<file path="config.mk">
export PLATFORM = sky130hd
export DESIGN_NAME = sram_arbiter_flat
export DESIGN_NICKNAME = d
export VERILOG_FILES = /design/src/rtl/sram_arbiter_if.sv /design/src/rtl/sram_arbiter.sv /design/src/flat_wrapper.sv
export SDC_FILE = /design/constraint.sdc
export NUM_CORES = 1
export LEC_CHECK = 0
export ABC_AREA = 0
export ABC_CLOCK_PERIOD_IN_PS = 1900
export BUFFER_PORTS_ARGS = -buffer_cell sky130_fd_sc_hd__buf_2
export CAP_MARGIN = 5
export CORE_ASPECT_RATIO = 0.5
export CORE_MARGIN = 1
export CORE_UTILIZATION = 50
export CTS_BUF_LIST = sky130_fd_sc_hd__clkbuf_8
export CTS_CLUSTER_SIZE = 20
export DETAILED_ROUTE_END_ITERATION = 16
export PLACE_DENSITY_LB_ADDON = 0.08
export SETUP_SLACK_MARGIN = 0.5
export SYNTH_ARGS = -nofsm -noshare
export SYNTH_HDL_FRONTEND = slang
export SYNTH_SLANG_ARGS = --single-unit
export TNS_END_PERCENT = 30
</file>
<file path="constraint.sdc">
create_clock -name clk -period 1.9 [get_ports clk]
set_input_delay 0.38 -clock clk [delete_from_list [all_inputs] [get_ports clk]]
set_output_delay 0.38 -clock clk [all_outputs]
set_load 0.01 [all_outputs]
</file>
<file path="src/rtl/sram_arbiter_if.sv">
// sram_arbiter_if
//   Bundles the two requester ports, the SRAM pins and the status flags of
//   sram_arbiter.
//   slave  : the arbiter (drives acks, read data, SRAM controls, status).
//   master : the surrounding system (requesters plus the SRAM macro, which
//            returns sram_dataout).
//   Port A: a_req, a_we, a_addr[15], a_wdata[8] -> a_ack, a_rdata[8]
//   Port B: b_req, b_we, b_addr[15], b_wdata[8] -> b_ack, b_rdata[8]
//   SRAM  : sram_address[15], sram_datain[8], sram_cs, sram_we <- sram_dataout[8]
//   Status: busy, owner (0=A, 1=B), wp_hit
interface sram_arbiter_if;
    logic        a_req;
    logic        a_we;
    logic [14:0] a_addr;
    logic [7:0]  a_wdata;
    logic        a_ack;
    logic [7:0]  a_rdata;

    logic        b_req;
    logic        b_we;
    logic [14:0] b_addr;
    logic [7:0]  b_wdata;
    logic        b_ack;
    logic [7:0]  b_rdata;

    logic [14:0] sram_address;
    logic [7:0]  sram_datain;
    logic [7:0]  sram_dataout;
    logic        sram_cs;
    logic        sram_we;

    logic        busy;
    logic        owner;
    logic        wp_hit;

    modport slave (
        input  a_req, a_we, a_addr, a_wdata,
        input  b_req, b_we, b_addr, b_wdata,
        input  sram_dataout,
        output a_ack, a_rdata, b_ack, b_rdata,
        output sram_address, sram_datain, sram_cs, sram_we,
        output busy, owner, wp_hit
    );

    modport master (
        output a_req, a_we, a_addr, a_wdata,
        output b_req, b_we, b_addr, b_wdata,
        output sram_dataout,
        input  a_ack, a_rdata, b_ack, b_rdata,
        input  sram_address, sram_datain, sram_cs, sram_we,
        input  busy, owner, wp_hit
    );
endinterface

</file>
<file path="src/rtl/sram_arbiter.sv">
// sram_arbiter
//   Two-port arbiter/sequencer in front of the 32 KB byte-wide SPRAM.
//   Port A (Z80 bus) has fixed priority; port B (loader/config) is given one
//   forced grant after MAX_A_RUN consecutive A grants made while B waited.
//   Every access is IDLE -> ACCESS -> DONE, ack pulses in DONE.
//
//   Ports:
//     clk    : system clock, rising edge
//     rst_n  : asynchronous active-low reset
//     bus    : sram_arbiter_if.slave (requester ports, SRAM pins, status)
//
//   Parameters:
//     MAX_A_RUN : A grants allowed while B is pending before B is forced (1..15)
//     WP_LIMIT  : port-A writes below this address are suppressed when
//                 SRAM_ARB_WP_EN is defined
//
//   Build option:
//     SRAM_ARB_WP_EN : enables port-A write protection and the wp_hit pulse.
//                      Undefined (default): no protection, wp_hit tied to 0.
//
// state   | meaning
// --------+--------------------------------------------------------------
// IDLE    | SRAM deselected; arbitrate, latch winner's request
// ACCESS  | one cycle with sram_cs=1 driving the latched request
// DONE    | read data returned by SRAM; ack pulse to the owner
module sram_arbiter #(
    parameter int          MAX_A_RUN = 4,
    parameter logic [14:0] WP_LIMIT  = 15'h4000
) (
    input  logic          clk,
    input  logic          rst_n,
    sram_arbiter_if.slave bus
);

    localparam logic [1:0] ST_IDLE   = 2'd0;
    localparam logic [1:0] ST_ACCESS = 2'd1;
    localparam logic [1:0] ST_DONE   = 2'd2;

    localparam logic [3:0] RUN_MAX = MAX_A_RUN[3:0];

    logic [1:0]  state;
    logic        owner_q;
    logic        we_q;
    logic        wp_q;
    logic [14:0] addr_q;
    logic [7:0]  wdata_q;
    logic [7:0]  a_rdata_q;
    logic [7:0]  b_rdata_q;
    logic [3:0]  a_run;

    logic        run_full;
    logic        grant_any;
    logic        grant_b;
    logic        wp_now;
    logic        in_access;
    logic        in_done;
    logic        rd_done;

    assign run_full  = (a_run == RUN_MAX);
    assign grant_any = bus.a_req | bus.b_req;
    // B wins when it is alone, or when A has used up its run while B waited.
    assign grant_b   = bus.b_req & (~bus.a_req | run_full);

`ifdef SRAM_ARB_WP_EN
    assign wp_now = ~grant_b & bus.a_we & (bus.a_addr < WP_LIMIT);
`else
    assign wp_now = 1'b0;
`endif

    always_ff @(posedge clk or negedge rst_n) begin
        if (!rst_n) begin
            state     <= ST_IDLE;
            owner_q   <= 1'b0;
            we_q      <= 1'b0;
            wp_q      <= 1'b0;
            addr_q    <= '0;
            wdata_q   <= '0;
            a_rdata_q <= '0;
            b_rdata_q <= '0;
            a_run     <= '0;
        end else begin
            case (state)
                ST_IDLE: begin
                    if (grant_any) begin
                        state   <= ST_ACCESS;
                        owner_q <= grant_b;
                        we_q    <= grant_b ? bus.b_we    : bus.a_we;
                        addr_q  <= grant_b ? bus.b_addr  : bus.a_addr;
                        wdata_q <= grant_b ? bus.b_wdata : bus.a_wdata;
                        wp_q    <= wp_now;
                    end
                    // Run length only counts A grants that made B wait.
                    if (!bus.b_req || grant_b) begin
                        a_run <= '0;
                    end else if (!run_full) begin
                        a_run <= a_run + 4'd1;
                    end
                end
                ST_ACCESS: begin
                    state <= ST_DONE;
                end
                ST_DONE: begin
                    state <= ST_IDLE;
                    if (!we_q) begin
                        if (owner_q) begin
                            b_rdata_q <= bus.sram_dataout;
                        end else begin
                            a_rdata_q <= bus.sram_dataout;
                        end
                    end
                end
                default: begin
                    state <= ST_IDLE;
                end
            endcase
        end
    end

    assign in_access = (state == ST_ACCESS);
    assign in_done   = (state == ST_DONE);
    assign rd_done   = in_done & ~we_q;

    assign bus.sram_cs      = in_access;
    // A protected write still selects the array but never strobes we.
    assign bus.sram_we      = in_access & we_q & ~wp_q;
    assign bus.sram_address = addr_q;
    assign bus.sram_datain  = wdata_q;

    assign bus.a_ack = in_done & ~owner_q;
    assign bus.b_ack = in_done &  owner_q;

    // The SRAM returns data during DONE, so the ack cycle forwards it directly;
    // the register holds it afterwards until the same port's next read.
    assign bus.a_rdata = (rd_done & ~owner_q) ? bus.sram_dataout : a_rdata_q;
    assign bus.b_rdata = (rd_done &  owner_q) ? bus.sram_dataout : b_rdata_q;

    assign bus.busy  = (state != ST_IDLE);
    assign bus.owner = owner_q;

`ifdef SRAM_ARB_WP_EN
    assign bus.wp_hit = in_done & wp_q;
`else
    assign bus.wp_hit = 1'b0;
`endif

endmodule
</file>
<file path="src/flat_wrapper.sv">
// flat-port wrapper written by rule: the top's interface ports become plain ports
module sram_arbiter_flat 
#(
    parameter int          MAX_A_RUN = 4,
    parameter logic [14:0] WP_LIMIT  = 15'h4000
)
  (clk, rst_n, bus_a_req, bus_a_we, bus_a_addr, bus_a_wdata, bus_b_req, bus_b_we, bus_b_addr, bus_b_wdata, bus_sram_dataout, bus_a_ack, bus_a_rdata, bus_b_ack, bus_b_rdata, bus_sram_address, bus_sram_datain, bus_sram_cs, bus_sram_we, bus_busy, bus_owner, bus_wp_hit);
  sram_arbiter_if bus_i ();
  input  logic clk;
  input  logic rst_n;
  input wire logic [$bits(bus_i.a_req)-1:0] bus_a_req;
  input wire logic [$bits(bus_i.a_we)-1:0] bus_a_we;
  input wire logic [$bits(bus_i.a_addr)-1:0] bus_a_addr;
  input wire logic [$bits(bus_i.a_wdata)-1:0] bus_a_wdata;
  input wire logic [$bits(bus_i.b_req)-1:0] bus_b_req;
  input wire logic [$bits(bus_i.b_we)-1:0] bus_b_we;
  input wire logic [$bits(bus_i.b_addr)-1:0] bus_b_addr;
  input wire logic [$bits(bus_i.b_wdata)-1:0] bus_b_wdata;
  input wire logic [$bits(bus_i.sram_dataout)-1:0] bus_sram_dataout;
  output wire logic [$bits(bus_i.a_ack)-1:0] bus_a_ack;
  output wire logic [$bits(bus_i.a_rdata)-1:0] bus_a_rdata;
  output wire logic [$bits(bus_i.b_ack)-1:0] bus_b_ack;
  output wire logic [$bits(bus_i.b_rdata)-1:0] bus_b_rdata;
  output wire logic [$bits(bus_i.sram_address)-1:0] bus_sram_address;
  output wire logic [$bits(bus_i.sram_datain)-1:0] bus_sram_datain;
  output wire logic [$bits(bus_i.sram_cs)-1:0] bus_sram_cs;
  output wire logic [$bits(bus_i.sram_we)-1:0] bus_sram_we;
  output wire logic [$bits(bus_i.busy)-1:0] bus_busy;
  output wire logic [$bits(bus_i.owner)-1:0] bus_owner;
  output wire logic [$bits(bus_i.wp_hit)-1:0] bus_wp_hit;
  assign bus_i.a_req = bus_a_req;
  assign bus_i.a_we = bus_a_we;
  assign bus_i.a_addr = bus_a_addr;
  assign bus_i.a_wdata = bus_a_wdata;
  assign bus_i.b_req = bus_b_req;
  assign bus_i.b_we = bus_b_we;
  assign bus_i.b_addr = bus_b_addr;
  assign bus_i.b_wdata = bus_b_wdata;
  assign bus_i.sram_dataout = bus_sram_dataout;
  assign bus_a_ack = bus_i.a_ack;
  assign bus_a_rdata = bus_i.a_rdata;
  assign bus_b_ack = bus_i.b_ack;
  assign bus_b_rdata = bus_i.b_rdata;
  assign bus_sram_address = bus_i.sram_address;
  assign bus_sram_datain = bus_i.sram_datain;
  assign bus_sram_cs = bus_i.sram_cs;
  assign bus_sram_we = bus_i.sram_we;
  assign bus_busy = bus_i.busy;
  assign bus_owner = bus_i.owner;
  assign bus_wp_hit = bus_i.wp_hit;
  sram_arbiter #(.MAX_A_RUN(MAX_A_RUN), .WP_LIMIT(WP_LIMIT)) u_core (.clk(clk), .rst_n(rst_n), .bus(bus_i));
endmodule
</file>
==> results of run 1 <==
-- metrics by stage --
step                util (%)  hold slack [ns]  power (uW)  setup WS (ns)  std cells
global route            79.6           0.0380        6370         -0.226        413
finish                  79.6           0.0162        5990         -0.176        413
CTS                     76.6           0.0142        5630         -0.178        403
floorplan                  -           0.0844        3590         0.0963        225
detailed placement      68.9            0.337        4470          0.114        389
global placement        68.9            0.346        4350          0.165        389
-- power breakdown --
part	leakage (uW)	switching, uW	internal (uW)
sequential	0.000583	273	1470
combinational	0.00114	1750	1950
clock	0.0000466	316	243
-- flip-flops by register name (all words and copies together) (netlist names) --
name,cells
u_core.a_rdata_q,8
u_core.a_run,4
u_core.b_rdata_q,8
u_core.bus.owner,1
u_core.bus.sram_address,15
u_core.bus.sram_datain,8
u_core.state,2
u_core.we_q,1
-- path summary, 6_finish.rpt --
check	endpoint	slack [ns]	cells past startpoint
setup / recovery	bus_a_rdata[2]	-0.18	5
hold / removal	u_core.b_rdata_q[6]	0.02	1
setup reg to reg	u_core.a_rdata_q[6]	0.24	6
hold reg to reg	u_core.a_rdata_q[4]	0.50	1
max in group asynchronous	u_core.b_rdata_q[2]	1.29	2
min in group clk	u_core.bus.sram_datain[5]	0.34	3
-- repair_timing --
| item | 4_1_cts | 5_1_grt |
|---|---|---|
| endpoints found under the hold margin | 0 | 0 |
| setup buffers | 7 | 9 |
| pin swaps | 29 | 28 |
| resized for setup | 41 | 13 |
| setup endpoints to repair | 57 | 62 |
| cloned | 0 | 1 |
-- layer usage --
metal | part of all wire, % | vias to the layer above
met4 | 0.20 | 0
met1 | 43 | 1118
li1 | - | 1062
met3 | 6.1 | 4
met5 | 0 | -
met2 | 51 | 83
-- logic make-up (layout without fill, tap and decap cells) --
family                   after synthesis  in the layout  synth area share (%)
AND/OR/NAND/NOR                       70             70                  16.6
buffers and inverters                 49            171                  9.36
flip-flops                            47             47                  46.8
AO/OA/AOI/OAI                         31             31                  14.9
multiplexers                          25             25                  11.1
adder cells (fa/ha/maj)                2              2                 0.995
other                                  1              1                 0.149
-- cell usage after synthesis --
| master | n | area (um^2) |
|---|---|---|
| nand4_1 | 24 | 150 |
| buf_4 | 1 | 7.51 |
| nor2_1 | 2 | 7.51 |
| o221ai_1 | 6 | 52.6 |
| and2_1 | 1 | 6.26 |
| nor2_2 | 1 | 6.26 |
| nand2_1 | 5 | 18.8 |
| conb_1 | 1 | 3.75 |
| a21o_1 | 1 | 7.51 |
| nor3_4 | 2 | 32.5 |
| nor4b_1 | 1 | 8.76 |
| inv_2 | 1 | 3.75 |
| nor2b_1 | 2 | 12.5 |
| and3b_1 | 1 | 8.76 |
| inv_1 | 28 | 105 |
| nor3_1 | 1 | 5.00 |
| ha_1 | 2 | 25.0 |
| clkbuf_1 | 11 | 41.3 |
| buf_2 | 2 | 10.0 |
| o21ai_1 | 2 | 10.0 |
| o22ai_1 | 1 | 6.26 |
| o22ai_2 | 1 | 12.5 |
| mux2_1 | 24 | 270 |
| nand2b_1 | 1 | 6.26 |
| o221ai_2 | 18 | 270 |
| o21ai_2 | 1 | 8.76 |
| or2_1 | 2 | 12.5 |
| mux2i_1 | 1 | 10.0 |
| nand3_1 | 25 | 125 |
| and2_4 | 1 | 8.76 |
| o31ai_1 | 1 | 7.51 |
| dfrtp_1 | 47 | 1180 |
| buf_6 | 6 | 67.6 |
| nand4b_1 | 1 | 8.76 |
-- area by class of cell --
cell class | instances | area (um^2) | share of cell area, %
tap | 66 | 82.6 | 2.25
clock buffer | 5 | 68.8 | 1.87
inverter | 29 | 111 | 3.03
clock inverter | 2 | 7.51 | 0.204
sequential | 47 | 1180 | 32.1
timing repair buffer | 135 | 955 | 26.0
multi-input combinational | 129 | 1270 | 34.6
==> impl_metrics.toml, run 1 <==
[clocking]
ctsHtreeMaxLevel = 2
hold_buffers = 0
root_buffer = "clkbuf_8"
clkSinkCount = 47
cts_tree = "yes"
clkLatencyLatePin_ns = 0.29
cts.clk_slew.worst_paths_ns = 0.08
clock_path_buffers = 2
numCtsBuffers = 5

[timing]
rsz0062_at_grt = "true"
max_freq_mhz = 482
fin_skew_ns = 0.00580
setup_tns_ns = -2.14
drv_slew = 0
hold_viol = 0
period_share_pct = 109
final-setup-viol-count = 16
min_period_ns = 2.08
fin_ws_ns = -0.176

[status]
status = "finished with violations"
violations = "setup timing"

[detailed_routing]
dr.pass1.iters = 4
route.detailed.drc = 0
vias_per_cell = 5.49
drtIter0Drc = 96
final_antenna_net_count = 0
drt-total-wl_mm = 7.15
post_drt_wl_per_cell_um = 17.3
vias = 2267

[synthesis]
ys_types = 34
ys_ff_latch = 47
yosysSeqAreaShare_pct = 46.8
syn_inst = 225
synth_nets = 287
netlist_area_um2 = 2510
syn_area_per_cell_um2 = 11.2
ys_warn_count = 0

[setup_path]
arrival_ns = 1.70
crit_buf_inv = 2
crit_path_top_delay_cell = "dfrtp_1"
start_kind = "flip-flop"
crit_chain = "nand2b_4 > nor3_4 > buf_12 > mux2_4 > buf_6"
cp_top_family = "simple AND/OR/NAND/NOR gates"
cp.required_ns = 1.52
cp_slowest_stage_delay_ns = 0.38
cp_max_fo = 13
reg2reg_from = "u_core.state[0]"
startpoint = "u_core.state[0]"
crit_type = "reg2out"
end_kind = "output pin"

[grt]
use_met2_pct = 46.4
met3_usage_pct = 7.39
grt_pass1_vias = 2223
top_usage_layer = "met2"
grt_start_max_net_pins = 30
grt_use_met1_pct = 34.0
overflow = 0
grt_pass1_wl_mm = 10.6
grt_antenna_before_repair = 0
grt.total_usage_pct = 26.6

[placed_design]
postPlaceCellArea_um2 = 3180
gp_congestion = 0.752
hpwlAfterDp_mm = 4.44
io_buffers = 104

[cells_and_area]
antenna_cells = 0
stdcell_area_um2 = 3670
num-fill-cells = 304
drive_above_1_share_pct = 57.3
area_growth_pct = 46.1
layout_commonest_cell = "buf_2"
layout.nets = 409
final_cell_mix = "buf_2, dfrtp_1, inv_1, nand3_1, nand4_1"

[floorplan]
rows = 17
initial_core_util_pct = 54.5
die_x_um = 102
die_y_um = 52.1
die_area_um2 = 5330
io_pins = 106
coreArea_um2 = 4620

[job]
cap_viol_max_count = 0

[pwr]
powerDensity_nw_per_um2 = 1630
vdd_drop_max_mv = 0.760
power_leakage_uw = 0.00177

[worst_hold_path]
min-delay-path-class = "in2async"
Power figures use the tool's default switching activity.
==> run 2: changes to the inputs <==
--- a/config.mk
+++ b/config.mk
@@ -15,7 +15,7 @@
 export CTS_BUF_LIST = sky130_fd_sc_hd__clkbuf_8
 export CTS_CLUSTER_SIZE = 20
 export DETAILED_ROUTE_END_ITERATION = 16
-export PLACE_DENSITY_LB_ADDON = 0.08
+export PLACE_DENSITY = 0.83
 export SETUP_SLACK_MARGIN = 0.5
 export SYNTH_ARGS = -nofsm -noshare
 export SYNTH_HDL_FRONTEND = slang
==> run 2 against run 1 <==
  * The run still ends with setup timing left
  * Via count up 9.4%
  * Die area unchanged
  * Setup slack worse by 0.019 ns
  * Wire length up 20%
  * Combinational power up 18%
  * Core utilization up 6.9 points
  * Worst hold slack better by 0.32 ns
  * Global-route usage down 0.38 points
  * First-iteration DRC count up 97%
  * Clock power up 0.9%
  * Flip-flop and latch count unchanged
  * Non-clock buffer count up 9
  * Critical endpoint is now bus_a_rdata[1]
  * Largest cell class unchanged
  * Largest power group unchanged
==> impl_metrics.toml, run 2 (synthesized netlist as in run 1, its figures left out) <==
[floorplan]
coreArea_um2 = 4620
io_pins = 106
initial_core_util_pct = 54.5
rows = 17
die_area_um2 = 5330
die_y_um = 52.1
die_x_um = 102

[setup_path]
crit_type = "reg2out"
cp_max_fo = 14
arrival_ns = 1.71
cp.required_ns = 1.52
r2r_slack_ns = 0.17
start_kind = "flip-flop"
end_kind = "output pin"

[pwr]
vdd_drop_max_mv = 0.751
power_frac_comb_pct = 65.1
power_frac_seq_pct = 26.5
powerDensity_nw_per_um2 = 1680
total_power_uw = 6700
cell_internal_pwr_uw = 4040
power_leakage_uw = 0.00190
switching_share_pct = 39.6
power_frac_clock_pct = 8.4
p_switching_uw = 2650

[grt]
overflow = 0
grt_pass1_vias = 2249
grt.total_usage_pct = 26.3
grt_start_max_net_pins = 44
grt_antenna_before_repair = 0
grt_pass1_wl_mm = 10.5

[detailed_routing]
vias_per_cell = 5.85
final_antenna_net_count = 0
post_drt_wl_per_cell_um = 20.3
route.detailed.drc = 0
drt-total-wl_mm = 8.59
drtIter0Drc = 189
dr.pass1.iters = 5
vias = 2479

[timing]
fin_skew_ns = 0.0110
setup_tns_ns = -2.64
max_freq_mhz = 477
fin_ws_ns = -0.195
final-setup-viol-count = 16
drv_slew = 0
min_period_ns = 2.09
rsz0062_at_grt = "true"
hold_viol = 0
period_share_pct = 110
whs_ns = 0.338

[cells_and_area]
largest_reg_flops = 15
ff_latch_area_um2 = 1180
antenna_cells = 0
final_cell_mix = "buf_2, dfrtp_1, inv_1, nand4_1, buf_4"
multi_input_area_um2 = 1420
num-fill-cells = 211
layout.nets = 420
drive_above_1_share_pct = 63.4
area_growth_pct = 58.7
layout_commonest_cell = "buf_2"

[clocking]
clkSinkCount = 47
cts.clk_slew.worst_paths_ns = 0.09
ctsHtreeMaxLevel = 2
numCtsBuffers = 5
cts_tree = "yes"
root_buffer = "clkbuf_8"
clock_path_buffers = 2
clkLatencyLatePin_ns = 0.30

[status]
violations = "setup timing"
status = "finished with violations"

[placed_design]
hpwlAfterDp_mm = 4.47
io_buffers = 104
gp_congestion = 0.739

[worst_hold_path]
min-delay-path-class = "in2reg"

[job]
cap_viol_max_count = 0
-- run 2: power groups by stage --
stage          clock, uW  combinational (uW)  sequential (uW)
2_1_floorplan          0                1760             1830
3_3_place_gp           0                2630             1710
3_5_place_dp           0                2730             1730
4_1_cts              570                3260             1720
5_1_grt              610                4610             1810
6_report             564                4360             1770
-- run 2: path summary, 6_finish.rpt --
check / startpoint / end / depth (start not counted)
min in group asynchronous: rst_n / u_core.b_rdata_q[5] / 2
min: bus_a_addr[7] / u_core.bus.sram_address[7] / 3
max in group asynchronous: rst_n / u_core.bus.owner / 3
max reg2reg: u_core.a_run[1] / u_core.bus.sram_address[1] / 7
min reg2reg: u_core.b_rdata_q[5] / u_core.b_rdata_q[5] / 1
max: u_core.state[0] / bus_a_rdata[1] / 5
-- run 2: critical path, stage by stage, from the launching register on --
cell      delay (ns)
dfrtp_1         0.39
nand2b_4        0.18
nor3_4          0.22
buf_12          0.18
mux2_4          0.32
buf_6           0.12
-- run 2: layer usage --
metal,track usage [%],vias up,routed length (um)
met5,0,-,0
met4,8.57,0,195
met3,6.05,21,666
met2,45.7,164,4130
met1,32.7,1196,3600
li1,-,1098,-
-- run 2: final cells by class --
cell class / count / area share [%]
sequential: 47 / 29.5
tap: 66 / 2.07
clock buffer: 5 / 1.73
timing repair buffer: 144 / 27.8
multi-input combinational: 131 / 35.7
clock inverter: 2 / 0.188
inverter: 29 / 3.04
-- run 2: per-stage QoR --
stage / setup WS [ns] / area, um^2 / instances / util (%)
2_1_floorplan: 0.0963 / 2570 / 225 / -
3_3_place_gp: 0.171 / 3190 / 389 / 69.2
3_5_place_dp: 0.117 / 3190 / 389 / 69.2
4_1_cts: -0.188 / 3500 / 404 / 75.8
5_1_grt: -0.245 / 3990 / 424 / 86.4
6_report: -0.195 / 3990 / 424 / 86.4
-- run 2: what timing repair did --
item | 4_1_cts | 5_1_grt
hold endpoints to repair | 4 | 0
cloned | 0 | 4
setup buffers | 7 | 16
hold buffers | 1 | 0
pin swaps | 8 | 38
gates resized for setup | 31 | 63
setup endpoints to repair | 56 | 64
